===== config.mk =====
export PLATFORM = sky130hd
export DESIGN_NAME = sync_fifo_prog
export DESIGN_NICKNAME = d
export VERILOG_FILES = /design/src/rtl/sync_fifo_prog.sv
export SDC_FILE = /design/constraint.sdc
export NUM_CORES = 1
export LEC_CHECK = 0
export BUFFER_PORTS_ARGS = -buffer_cell sky130_fd_sc_hd__buf_2
export CORE_MARGIN = 10
export CORE_UTILIZATION = 40
export CTS_BUF_LIST = sky130_fd_sc_hd__clkbuf_4 sky130_fd_sc_hd__clkbuf_8
export DETAILED_ROUTE_END_ITERATION = 10
export GPL_TIMING_DRIVEN = 0
export MAX_ROUTING_LAYER = met4
export PLACE_DENSITY = 0.64
export SYNTH_ARGS = -nofsm -noshare
export SYNTH_HDL_FRONTEND = slang
export SYNTH_SLANG_ARGS = --single-unit

===== constraint.sdc =====
create_clock -name clk -period 3.9 [get_ports clk]
set_input_delay 0.39 -clock clk [delete_from_list [all_inputs] [get_ports clk]]
set_output_delay 0.39 -clock clk [all_outputs]
set_load 0.005 [all_outputs]

===== src/rtl/sync_fifo_prog.sv =====
// sync_fifo_prog: synchronous FIFO with programmable almost-full/almost-empty
// thresholds, sticky overflow/underflow flags and a choice of read style.
//
// Parameters
//   DATA_WIDTH  word width in bits
//   ADDR_WIDTH  log2 of capacity; DEPTH = 2**ADDR_WIDTH words
//   FWFT        1 = first-word-fall-through, 0 = registered read on rd_en
//
// Ports
//   clk           sole clock, rising edge
//   rst           asynchronous active-high reset
//   wr_en/wr_data write request and word
//   rd_en         pop (FWFT) or fetch (standard)
//   rd_data       read word
//   af_thresh     almost-full threshold  (1..DEPTH)
//   ae_thresh     almost-empty threshold (0..DEPTH-1)
//   clr_err       clears overflow/underflow
//   full, empty, has_data, almost_full, almost_empty, level
//   overflow, underflow  sticky error flags
module sync_fifo_prog #(
    parameter int unsigned DATA_WIDTH = 8,
    parameter int unsigned ADDR_WIDTH = 4,
    parameter int unsigned FWFT       = 1
) (
    input  logic                  clk,
    input  logic                  rst,
    input  logic                  wr_en,
    input  logic [DATA_WIDTH-1:0] wr_data,
    input  logic                  rd_en,
    output logic [DATA_WIDTH-1:0] rd_data,
    input  logic [ADDR_WIDTH:0]   af_thresh,
    input  logic [ADDR_WIDTH:0]   ae_thresh,
    input  logic                  clr_err,
    output logic                  full,
    output logic                  empty,
    output logic                  has_data,
    output logic                  almost_full,
    output logic                  almost_empty,
    output logic [ADDR_WIDTH:0]   level,
    output logic                  overflow,
    output logic                  underflow
);

    localparam int unsigned DEPTH = 2 ** ADDR_WIDTH;
    localparam logic [ADDR_WIDTH:0] DEPTH_L = (ADDR_WIDTH + 1)'(DEPTH);
    localparam logic [ADDR_WIDTH:0] ONE_L   = (ADDR_WIDTH + 1)'(1);
    localparam logic [ADDR_WIDTH-1:0] PTR_ONE = ADDR_WIDTH'(1);

    logic [DATA_WIDTH-1:0] mem [DEPTH];

    logic [ADDR_WIDTH-1:0] wr_ptr_q, wr_ptr_d;
    logic [ADDR_WIDTH-1:0] rd_ptr_q, rd_ptr_d;
    logic [ADDR_WIDTH:0]   level_q, level_d;
    logic [DATA_WIDTH-1:0] data_q, data_d;
    logic                  out_valid_q, out_valid_d;
    logic                  overflow_q, overflow_d;
    logic                  underflow_q, underflow_d;

    logic                  wr_acc;
    logic                  rd_acc;
    logic                  mem_pop;
    logic [ADDR_WIDTH:0]   mem_count;

    always_comb begin
        full = (level_q == DEPTH_L);
        // In FWFT mode the output register is what the reader sees, so a word
        // still in the array does not yet make the FIFO non-empty.
        if (FWFT != 0) begin
            empty = !out_valid_q;
        end else begin
            empty = (level_q == '0);
        end
        has_data     = !empty;
        almost_full  = (level_q >= af_thresh);
        almost_empty = (level_q <= ae_thresh);
        level        = level_q;
        rd_data      = data_q;
        overflow     = overflow_q;
        underflow    = underflow_q;
    end

    always_comb begin
        wr_acc    = wr_en && !full;
        rd_acc    = rd_en && !empty;
        // Words held in the array, excluding the FWFT output register.
        mem_count = level_q - (out_valid_q ? ONE_L : '0);

        if (FWFT != 0) begin
            // Refill the output register when it is empty or being popped.
            mem_pop     = (!out_valid_q || rd_acc) && (mem_count != '0);
            out_valid_d = mem_pop ? 1'b1 : (rd_acc ? 1'b0 : out_valid_q);
        end else begin
            mem_pop     = rd_acc;
            out_valid_d = 1'b0;
        end

        data_d   = mem_pop ? mem[rd_ptr_q] : data_q;
        rd_ptr_d = mem_pop ? rd_ptr_q + PTR_ONE : rd_ptr_q;
        wr_ptr_d = wr_acc ? wr_ptr_q + PTR_ONE : wr_ptr_q;

        unique case ({wr_acc, rd_acc})
            2'b10:   level_d = level_q + ONE_L;
            2'b01:   level_d = level_q - ONE_L;
            default: level_d = level_q;
        endcase

        // A fresh error on the clearing edge keeps the flag set.
        overflow_d  = (overflow_q && !clr_err) || (wr_en && full);
        underflow_d = (underflow_q && !clr_err) || (rd_en && empty);
    end

    always_ff @(posedge clk or posedge rst) begin
        if (rst) begin
            wr_ptr_q    <= '0;
            rd_ptr_q    <= '0;
            level_q     <= '0;
            data_q      <= '0;
            out_valid_q <= 1'b0;
            overflow_q  <= 1'b0;
            underflow_q <= 1'b0;
        end else begin
            wr_ptr_q    <= wr_ptr_d;
            rd_ptr_q    <= rd_ptr_d;
            level_q     <= level_d;
            data_q      <= data_d;
            out_valid_q <= out_valid_d;
            overflow_q  <= overflow_d;
            underflow_q <= underflow_d;
        end
    end

    // Storage is not reset; the pointers alone define what is valid.
    always_ff @(posedge clk) begin
        if (wr_acc) begin
            mem[wr_ptr_q] <= wr_data;
        end
    end

endmodule

==> results.cfg <==
[synth]
syn-cell-area_sq_um = 6490
synth_edf_count = 128
synthesis.nets = 416
yosysWarnings = 0
async_flop_share = 0.158
synth-seq-cells = 152
ys_seq_area_frac = 0.685
ys_types = 35
syn_avg_cell_area_sq_um = 17.4
ys.flop_type = edfxtp_1
synthCells = 374

[route]
ant_nets = 0
drt-vias-per-instance = 5.08
drt-initial-drc-count = 369
routed_wl_microns = 12800
wl_per_cell_microns = 19.2
first_pass_iters = 4
vias = 3375
drcViolationCount = 0

[critical_path]
required_ps = 4230
cp-start-kind = flip-flop
r2r_end = level[4]
reg2reg_from = level[1]
reg2reg_slack_ps = 890
end_kind = flip-flop
path_class = reg -> reg
cp_data_arrival_time_ps = 3340
cp_max_fo = 9
ff2ff_path_depth = 15

[die]
fp.dieW_microns = 147
dieArea_sq_um = 21700
chipHeight_microns = 147
initial_utilization = 0.409
core_area_sq_um = 15900
rows = 46
pin_count = 43

[status]
outcome = completed

[layout]
fin_util = 0.467
fill_cells = 1392
finalNonFillerCells = 664
syn2layout_area_growth_pct = 14.3
multiInputGateArea_sq_um = 1830
drive_above_1_share = 0.268
regArea_sq_um = 4440
final_nets = 477
n_antenna_cell = 0

[clocking]
ctsHoldBuffers = 0
post_cts_buffers = 0
cts_max_level = 4
clk-insertion-delay-late_ps = 450
cts_tree = built
clockRootBuffer = clkbuf_8
clk_pin_slew_ps = 90
cts_buffers = 17
clock_sink_count = 152
cts.path.max_buffers = 2
cts_resized = 0

[sta]
fin_tns_setup_ps = 0
final-setup-viol-count = 0
tightest_slew_ps = 1060
rsz0062_at_grt = false
finalCritPeriodShare = 0.772
fmax_mhz = 332
whs_ps = 180
timing.final.ws_setup_ps = 891
min_period_ps = 3010
hold_violations = 0
fin_skew_ps = 12.5
drv_slew = 0
maxSlewHeadroom = 0.289

[placed_design]
place_ws_ps = 881
routabilityCongestion = 0.798
hpwlAfterDp_microns = 8630
place_inst = 632
portBuffers = 42

[pwr]
leakagePower_nw = 2.74
power.density_nw_per_um2 = 697
vdd_drop_max_mv = 0.350

[job]
cap_violations = 0

[grt]
grt_pass1_wl_microns = 19800
grt_pass1_vias = 3447
grtUsageTotal = 0.124
antenna_found_initial = 0
grt_max_degree = 25
grt_overflow_total = 0

[hold_path]
hp-class = in -> async
critical path, stage by stage (launching register included):
cell	delay, ps
dfrtp_1	430
clkbuf_1	210
nor2_1	170
nand3_1	120
and2_1	180
buf_2	170
inv_1	90
ha_1	150
clkbuf_1	290
xor2_1	120
ha_1	260
nor3b_1	270
a31oi_1	70
o22ai_1	170
nand2_1	90
xnor2_1	120
cells in the mapped netlist (all sizes together), types with 5 or more instances:
library cell	number	area [sq um]
a21oi	6	30.0
buf	17	149
dfrtp	24	601
edfxtp	128	3840
ha	19	238
inv	20	75.1
mux2	11	124
mux2i	8	80.1
mux4	32	777
nand2	24	90.1
nand2b	5	31.3
nor2	21	78.8
o21ai	19	95.1
xnor2	7	61.3
xor2	6	52.6
cells by family (layout without fill, tap and decap cells):
family | Yosys count | in the layout | share of synthesized area
flip-flops | 152 | 152 | 0.685
AND/OR/NAND/NOR | 65 | 65 | 0.0447
multiplexers | 51 | 51 | 0.151
buffers and inverters | 40 | 114 | 0.0362
AO/OA/AOI/OAI | 34 | 34 | 0.0293
adder cells (fa/ha/maj) | 19 | 19 | 0.0366
XOR/XNOR | 13 | 13 | 0.0175
cell type report:
type / count / share of cell area
tap: 216 / 0.0364
multi-input combinational: 182 / 0.247
clock buffer: 17 / 0.0315
sequential: 152 / 0.599
timing repair buffer: 42 / 0.0283
clock inverter: 15 / 0.0260
buffer: 20 / 0.0216
inverter: 20 / 0.0101
flip-flops by register name, indices dropped and copies added (netlist names):
register	cells
wr_ptr_q	4
mem	128
has_data	1
overflow	1
level	5
rd_data	8
rd_ptr_q	4
underflow	1
layout by cell type, fill, tap and decap left out, drive strengths merged, types with 6 or more instances in the layout:
cell type and n:
clkbuf 20, ha 19, edfxtp 128, mux2 11
mux2i 8, xnor2 7, a21oi 6, o21ai 19
nor2 21, inv 26, nand2 24, mux4 32
dfrtp 24, buf 59, xor2 6
worst max path at each step:
stage / start / to / slack, ps / depth (start not counted)
floorplan: level[1] / level[4] / 1320 / 15
global placement: level[1] / mem[3][2] / 950 / 7
detailed placement: level[1] / mem[3][2] / 880 / 7
CTS: level[1] / mem[3][5] / 860 / 7
global route: level[1] / level[4] / 640 / 15
finish: level[1] / level[4] / 890 / 15
report_power, final:
| group | leakage [nW] | internal, mW | switching [mW] | total (mW) |
|---|---|---|---|---|
| sequential | 1.44 | 2.02 | 0.125 | 2.14 |
| combinational | 1.09 | 0.840 | 0.916 | 1.76 |
| clock | 0.214 | 0.651 | 0.625 | 1.28 |
routing by layer:
metal	share of wire	up-vias	wire [microns]	global-route usage
met5	0	-	0	-
met4	0.016	0	206	0.0565
met3	0.039	13	500	0.0266
met2	0.51	68	6560	0.199
met1	0.43	1739	5510	0.150
li1	-	1555	-	-
metrics by stage:
stage	instance area (sq um)	power (mW)
detailed placement	6970	3.95
global placement	6970	3.89
global route	7420	5.49
finish	7420	5.17
CTS	7400	5.21
floorplan	6490	3.42
Note: power is estimated with default switching activity, not from simulation.
